[src/rtl/dff_share_arbiter_pkg.sv]
// Shared definitions for the dff_share_arbiter block.
//   state_e  : arbiter FSM states (LOCKED is reachable only with DFF_ARB_LOCK_EN)
//   idx_w()  : width of a requester index, never less than one bit
//   RESET_Q  : fill value loaded into the shared register on reset
package dff_arb_pkg;

    typedef enum logic [1:0] {
        IDLE   = 2'd0,
        GRANT  = 2'd1,
        LOCKED = 2'd2
    } state_e;

    localparam logic RESET_Q = 1'b0;

    function automatic int idx_w(input int n);
        return ($clog2(n) > 1) ? $clog2(n) : 1;
    endfunction

endpackage

[src/rtl/dff_share_arbiter_if.sv]
// Requester-side bus of the shared-register arbiter.
//   req     : per-requester write request (level)
//   wdata   : packed write data, slice i belongs to req[i]
//   lock    : per-requester lock hold (only with DFF_ARB_LOCK_EN)
//   gnt     : registered one-hot grant pulse
//   owner   : index of the last granted requester
//   q       : shared register contents
//   q_valid : set once any write has completed since reset
//   busy    : arbiter is not idle
// Modports: master = client side, slave = arbiter side.
interface dff_share_arbiter_if
    import dff_arb_pkg::*;
#(
    parameter int NUM_REQ = 4,
    parameter int WIDTH   = 8
);
    localparam int IW = idx_w(NUM_REQ);

    logic [NUM_REQ-1:0]       req;
    logic [NUM_REQ*WIDTH-1:0] wdata;
`ifdef DFF_ARB_LOCK_EN
    logic [NUM_REQ-1:0]       lock;
`endif
    logic [NUM_REQ-1:0]       gnt;
    logic [IW-1:0]            owner;
    logic [WIDTH-1:0]         q;
    logic                     q_valid;
    logic                     busy;

    modport master (
        output req, wdata,
`ifdef DFF_ARB_LOCK_EN
        output lock,
`endif
        input  gnt, owner, q, q_valid, busy
    );

    modport slave (
        input  req, wdata,
`ifdef DFF_ARB_LOCK_EN
        input  lock,
`endif
        output gnt, owner, q, q_valid, busy
    );

endinterface

[src/rtl/dff_share_arbiter_rr_pick.sv]
// Combinational round-robin picker.
//   req_masked : candidate requests
//   ptr        : highest-priority index this round
//   found      : at least one candidate is set
//   idx        : first set bit at or after ptr, wrapping past NUM_REQ-1 to 0
module rr_pick
    import dff_arb_pkg::*;
#(
    parameter int NUM_REQ = 4,
    localparam int IW     = idx_w(NUM_REQ)
) (
    input  logic [NUM_REQ-1:0] req_masked,
    input  logic [IW-1:0]      ptr,
    output logic               found,
    output logic [IW-1:0]      idx
);

    logic          any_set;
    logic          hi_set;
    logic [IW-1:0] any_idx;
    logic [IW-1:0] hi_idx;

    // Two scans in one loop: the lowest set bit at/after ptr wins; if there is
    // none, the request wrapped around and the lowest set bit overall wins.
    always_comb begin
        // NOTE: every output gets a default before the loop so no path leaves
        // a variable unassigned and no latch is inferred.
        any_set = 1'b0;
        hi_set  = 1'b0;
        any_idx = '0;
        hi_idx  = '0;
        for (int j = NUM_REQ - 1; j >= 0; j--) begin
            if (req_masked[j]) begin
                any_set = 1'b1;
                any_idx = IW'(j);
                if (IW'(j) >= ptr) begin
                    hi_set = 1'b1;
                    hi_idx = IW'(j);
                end
            end
        end
    end

    assign found = any_set;
    assign idx   = hi_set ? hi_idx : any_idx;

endmodule

[src/rtl/dff_share_arbiter.sv]
// Round-robin write arbiter for one shared WIDTH-bit register.
// One requester wins per grant cycle; its data is loaded at the closing edge
// of that cycle and q/q_valid fan out to every reader.
// Ports:
//   clk   : rising-edge clock
//   reset : synchronous, active-high
//   bus   : dff_share_arbiter_if.slave (req, wdata, [lock], gnt, owner, q, q_valid, busy)
// Optional feature: define DFF_ARB_LOCK_EN to add the lock input and the
// LOCKED state, which lets the current owner keep the register to itself.
module dff_share_arbiter
    import dff_arb_pkg::*;
#(
    parameter int NUM_REQ = 4,
    parameter int WIDTH   = 8
) (
    input  logic                clk,
    input  logic                reset,
    dff_share_arbiter_if.slave  bus
);

    localparam int            IW   = idx_w(NUM_REQ);
    localparam logic [IW-1:0] LAST = IW'(NUM_REQ - 1);

    state_e             state;
    state_e             state_n;
    logic [IW-1:0]      ptr;
    logic [IW-1:0]      owner;
    logic [IW-1:0]      owner_inc;
    logic [NUM_REQ-1:0] owner_oh;
    logic [NUM_REQ-1:0] gnt;
    logic [WIDTH-1:0]   q;
    logic               q_valid;
    logic [WIDTH-1:0]   wsel;
    logic               hold_lock;
    logic               load_q;
    logic               busy;

    logic [NUM_REQ-1:0] pick_req;
    logic [IW-1:0]      pick_ptr;
    logic               pick_found;
    logic [IW-1:0]      pick_idx;

    assign owner_inc = (owner == LAST) ? '0 : owner + IW'(1);
    assign owner_oh  = NUM_REQ'(1) << owner;

`ifdef DFF_ARB_LOCK_EN
    assign hold_lock = bus.lock[owner];
`else
    assign hold_lock = 1'b0;
`endif

    // Picker inputs per state. In GRANT the current owner is masked and the
    // search starts just past it; in LOCKED only the owner is a candidate.
    always_comb begin
        pick_req = bus.req;
        pick_ptr = ptr;
        if (state == GRANT) begin
            pick_req = bus.req & ~owner_oh;
            pick_ptr = owner_inc;
        end
`ifdef DFF_ARB_LOCK_EN
        else if (state == LOCKED) begin
            pick_req = bus.req & owner_oh;
            pick_ptr = owner;
        end
`endif
    end

    rr_pick #(.NUM_REQ(NUM_REQ)) u_pick (
        .req_masked (pick_req),
        .ptr        (pick_ptr),
        .found      (pick_found),
        .idx        (pick_idx)
    );

    // State register.
    always_ff @(posedge clk) begin
        // NOTE: sequential state uses non-blocking assignments so every flop
        // samples pre-edge values regardless of process ordering.
        if (reset) state <= IDLE;
        else       state <= state_n;
    end

    // Next-state logic.
    always_comb begin
        state_n = state;
        unique case (state)
            IDLE:    state_n = pick_found ? GRANT : IDLE;
            GRANT: begin
                if (hold_lock)       state_n = LOCKED;
                else if (pick_found) state_n = GRANT;
                else                 state_n = IDLE;
            end
`ifdef DFF_ARB_LOCK_EN
            LOCKED: begin
                if (!hold_lock)      state_n = IDLE;
                else if (pick_found) state_n = GRANT;
                else                 state_n = LOCKED;
            end
`endif
            default: state_n = IDLE;
        endcase
    end

    // Output decode.
    always_comb begin
        busy   = (state != IDLE);
        load_q = (state == GRANT);
    end

    // Owner's data slice, selected with constant part-selects.
    always_comb begin
        wsel = '0;
        for (int i = 0; i < NUM_REQ; i++) begin
            if (owner == IW'(i)) wsel = bus.wdata[i*WIDTH +: WIDTH];
        end
    end

    // Grant/owner registers, rotation pointer and the shared register.
    // A reset during GRANT wins over the pending write.
    always_ff @(posedge clk) begin
        if (reset) begin
            gnt     <= '0;
            owner   <= '0;
            ptr     <= '0;
            q       <= {WIDTH{RESET_Q}};
            q_valid <= 1'b0;
        end else begin
            gnt <= (state_n == GRANT) ? (NUM_REQ'(1) << pick_idx) : '0;
            if (state_n == GRANT) owner <= pick_idx;
            if (load_q) begin
                q       <= wsel;
                q_valid <= 1'b1;
                // A locking owner keeps the pointer frozen so normal rotation
                // resumes from where it stood once the lock is released.
                if (!hold_lock) ptr <= owner_inc;
            end
        end
    end

    assign bus.gnt     = gnt;
    assign bus.owner   = owner;
    assign bus.q       = q;
    assign bus.q_valid = q_valid;
    assign bus.busy    = busy;

endmodule

[src/flat_wrapper.sv]
// flat-port wrapper written by rule: the top's interface ports become plain ports
module dff_share_arbiter_flat import dff_arb_pkg::*;
#(
    parameter int NUM_REQ = 4,
    parameter int WIDTH   = 8
)
  (clk, reset, bus_req, bus_wdata, bus_gnt, bus_owner, bus_q, bus_q_valid, bus_busy);
  dff_share_arbiter_if #(.NUM_REQ(NUM_REQ), .WIDTH(WIDTH)) bus_i ();
  input  logic clk;
  input  logic reset;
  input wire logic [$bits(bus_i.req)-1:0] bus_req;
  input wire logic [$bits(bus_i.wdata)-1:0] bus_wdata;
  output wire logic [$bits(bus_i.gnt)-1:0] bus_gnt;
  output wire logic [$bits(bus_i.owner)-1:0] bus_owner;
  output wire logic [$bits(bus_i.q)-1:0] bus_q;
  output wire logic [$bits(bus_i.q_valid)-1:0] bus_q_valid;
  output wire logic [$bits(bus_i.busy)-1:0] bus_busy;
  assign bus_i.req = bus_req;
  assign bus_i.wdata = bus_wdata;
  assign bus_gnt = bus_i.gnt;
  assign bus_owner = bus_i.owner;
  assign bus_q = bus_i.q;
  assign bus_q_valid = bus_i.q_valid;
  assign bus_busy = bus_i.busy;
  dff_share_arbiter #(.NUM_REQ(NUM_REQ), .WIDTH(WIDTH)) u_core (.clk(clk), .reset(reset), .bus(bus_i));
endmodule
[config.mk]
export PLATFORM = sky130hd
export DESIGN_NAME = dff_share_arbiter_flat
export DESIGN_NICKNAME = d
export VERILOG_FILES = /design/src/rtl/dff_share_arbiter_pkg.sv /design/src/rtl/dff_share_arbiter_if.sv /design/src/rtl/dff_share_arbiter_rr_pick.sv /design/src/rtl/dff_share_arbiter.sv /design/src/flat_wrapper.sv
export SDC_FILE = /design/constraint.sdc
export NUM_CORES = 1
export LEC_CHECK = 0
export BUFFER_PORTS_ARGS = -buffer_cell sky130_fd_sc_hd__buf_2
export CORE_MARGIN = 2
export CORE_UTILIZATION = 38
export DETAILED_ROUTE_END_ITERATION = 12
export PLACE_DENSITY = 0.65
export SETUP_SLACK_MARGIN = 0.05
export SLEW_MARGIN = 20
export SYNTH_ARGS = -nofsm -noshare
export SYNTH_HDL_FRONTEND = slang
export SYNTH_SLANG_ARGS = --single-unit
[constraint.sdc]
create_clock -name clk -period 5.69 [get_ports clk]
set_clock_uncertainty 0.1 [all_clocks]
set_input_delay 0 -clock clk [delete_from_list [all_inputs] [get_ports clk]]
set_output_delay 0 -clock clk [all_outputs]
set_load 0.01 [all_outputs]
==> results.cfg <==
[status]
status = finished clean

[timing]
rsz0062_at_grt = no
fmax_ghz = 0.3760
timing.slew.headroom_pct = 37.25
setup_tns_ns = 0
hold_viol_final = 0
drv_slew = 0
timing.final.crit_share_pct = 46.74
min_period_ns = 2.660
tightestPinTransition_ns = 0.9399
setup_violations = 0

[floorplanning]
row_count = 18
die_w_um = 55.74
fp.coreArea_mm2 = 0.002500
ios = 54
die_h_um = 55.74
dieArea_mm2 = 0.003107
start_util_pct = 40.69

[routing]
ant_nets = 0
num_vias = 1099
wl_per_cell_um = 12.62
wl_mm = 2.687
via_per_inst = 5.160
drt_iter0_drc = 38
drt_pass1_iterations = 4
drc = 0

[clock_network]
cts_root_buf = clkbuf_4
clk_pin_slew_ns = 0.10
cts.sinks = 18
htree_levels = 1
numCtsBuffers = 3
cts_max_path_buffers = 2
cts_tree = built
insertion_delay_ns = 0.29

[cells_and_area]
antenna_cells = 0
final-seq-area_um2 = 360.3
layout_common_cells = buf_2 (53), nor2_1 (25), dfxtp_1 (18), a21oi_1 (13), dlygate4sd3_1 (11)
fill_cells = 235
drive_above_1_share_pct = 33.88
fin_nets = 226
area_delta_synth_final_pct = 39.48
final_common_cell = buf_2
multi_input_area_um2 = 590.6

[worst_setup_path]
cp.required_ns = 5.78
cp_slowest_cell = dfxtp_1
worstRegToRegCells = 4
timing.critical_path.cells = a21boi_1 > a2111oi_2 > nor2_1 > dlygate4sd3_1
cpPeakStageDelay_ns = 0.95
rrSetupSlack_ns = 3.03
r2r-end = u_core.state[0]$_SDFF_PP0_
crit_type = reg2reg
crit_arrival_ns = 2.75
cp_top_family = flip-flops
worstPathMaxFanout = 28
r2r_start = u_core.state[0]$_SDFF_PP0_
cp-end-kind = register
crit_path_start_kind = register
path_buf_inv = 1

[placed_design]
port_buffers = 53
gp_congestion = 0.7904
dp_hpwl_mm = 1.969

[synthesis]
synth.largest_area_cell = dfxtp_1
yosysTopAreaCellShare_pct = 35.42
yosysSeqAreaShare_pct = 35.42
yosys_warnings = 0
syn_area_mm2 = 0.001017
ys_top_cells_by_area = dfxtp_1 (35%), nor2_1 (9.2%), a221oi_1 (6.9%)
synth_cells = 124
syn-num-nets = 166
synth.avg_cell_area_um2 = 8.203
synth_seq_cells = 18
ys_types = 32

[global_routing]
grt_pass1_wl_mm = 4.126
grt_pass1_vias = 955
grt_max_degree = 29
grt.overflow.total = 0
grt.total_usage_pct = 16.67
antenna_found_initial = 0

[pwr]
power_w = 0.0003729
ir_worst_vdd_v = 0.0002080
power.density_mw_per_mm2 = 262.8
p_leak_nw = 0.6635

[worst_hold_path]
holdCritStartpoint = bus_wdata[25]
holdPathStages = 3
hold_class = in2reg
hold_end = u_core.bus.q[1]$_SDFFE_PP0P_

[job]
cap_violations = 0
## tightest hold or removal path: cells and delay by family
kind	cells	cell delay (ns)
compound gates	2	0.26
buf+inv	1	0.10
## power breakdown
part,total (W),internal (W),switching (W)
Combinational,0.000141,0.0000667,0.0000739
Clock,0.0000779,0.0000390,0.0000389
Sequential,0.000154,0.000141,0.0000131
Total,0.000373,0.000247,0.000126
## flip-flops by register name (all words and copies together), names as in the netlist
signal	flops
u_core.bus.gnt	4
u_core.bus.owner	2
u_core.bus.q	8
u_core.bus.q_valid	1
u_core.ptr	2
u_core.state	1
## layout make-up
class / instances / share of cell area, %
tap: 30 / 2.646
timing repair buffer: 64 / 26.46
sequential: 18 / 25.40
multi-input combinational: 92 / 41.62
clock buffer: 4 / 2.557
inverter: 5 / 1.323
## repair_timing
item	4_1_cts	5_1_grt
hold endpoints to repair	14	0
gates resized for setup	0	0
setup buffers	0	0
setup endpoints to repair	0	0
hold buffers	11	0
## worst max path at each step
stage | to | depth (start not counted) | slack (ns) | from
2_1_floorplan | u_core.bus.gnt[0]$_SDFF_PP0_ | 8 | 3.71 | u_core.bus.owner[0]$_SDFFE_PP0N_
3_3_place_gp | u_core.bus.gnt[1]$_SDFF_PP0_ | 5 | 3.40 | u_core.state[0]$_SDFF_PP0_
3_5_place_dp | u_core.bus.gnt[0]$_SDFF_PP0_ | 5 | 3.34 | u_core.state[0]$_SDFF_PP0_
4_1_cts | u_core.state[0]$_SDFF_PP0_ | 4 | 3.02 | u_core.state[0]$_SDFF_PP0_
5_1_grt | u_core.state[0]$_SDFF_PP0_ | 6 | 2.84 | u_core.bus.owner[0]$_SDFFE_PP0N_
6_report | u_core.state[0]$_SDFF_PP0_ | 4 | 3.03 | u_core.state[0]$_SDFF_PP0_
## cells by family after synthesis
group | after synthesis | share of synthesized area (%)
and+or+nand+nor | 46 | 20.79
AOI/OAI and AO/OA | 39 | 28.04
DFF | 18 | 35.42
buffers and inverters | 14 | 6.519
adders and majority gates | 4 | 4.920
muxes | 3 | 4.305
## per-stage QoR
step	worst slack (ns)	utilization [%]	hold WS, ns	cell area (um^2)	instances
floorplan	3.710	-	-0.02724	1017	124
global placement	3.398	50.90	0.2354	1272	198
detailed placement	3.342	50.90	0.2290	1272	198
CTS	3.020	56.76	0.007560	1419	213
global route	2.845	56.76	0.01594	1419	213
finish	3.030	56.76	0.01379	1419	213
## Yosys cell counts
cell type,n
a2111oi_2,1
a211o_1,1
a211oi_1,8
a21bo_1,1
a21boi_1,3
a21oi_1,13
a221oi_1,8
and3_1,1
buf_2,2
buf_4,1
buf_6,1
clkbuf_1,5
clkinv_1,1
dfxtp_1,18
ha_1,4
inv_1,4
mux2_2,1
mux2i_1,1
mux2i_4,1
nand2_1,2
nand3_1,1
nor2_1,25
nor2b_1,4
nor3_1,9
nor3b_1,1
o211ai_1,1
o21ai_0,1
o221ai_2,1
o22ai_1,1
or2_2,1
or3_1,1
or3b_1,1
## per-layer routing
| metal | global-route usage [%] | wire length [um] | vias to the layer above |
|---|---|---|---|
| li1 | - | - | 566 |
| met1 | 21.91 | 1274 | 480 |
| met2 | 27.21 | 1203 | 49 |
| met3 | 1.395 | 154 | 4 |
| met4 | 8.362 | 53 | 0 |
| met5 | 0 | 0 | - |
No activity file was read; power rests on OpenSTA's default activity.
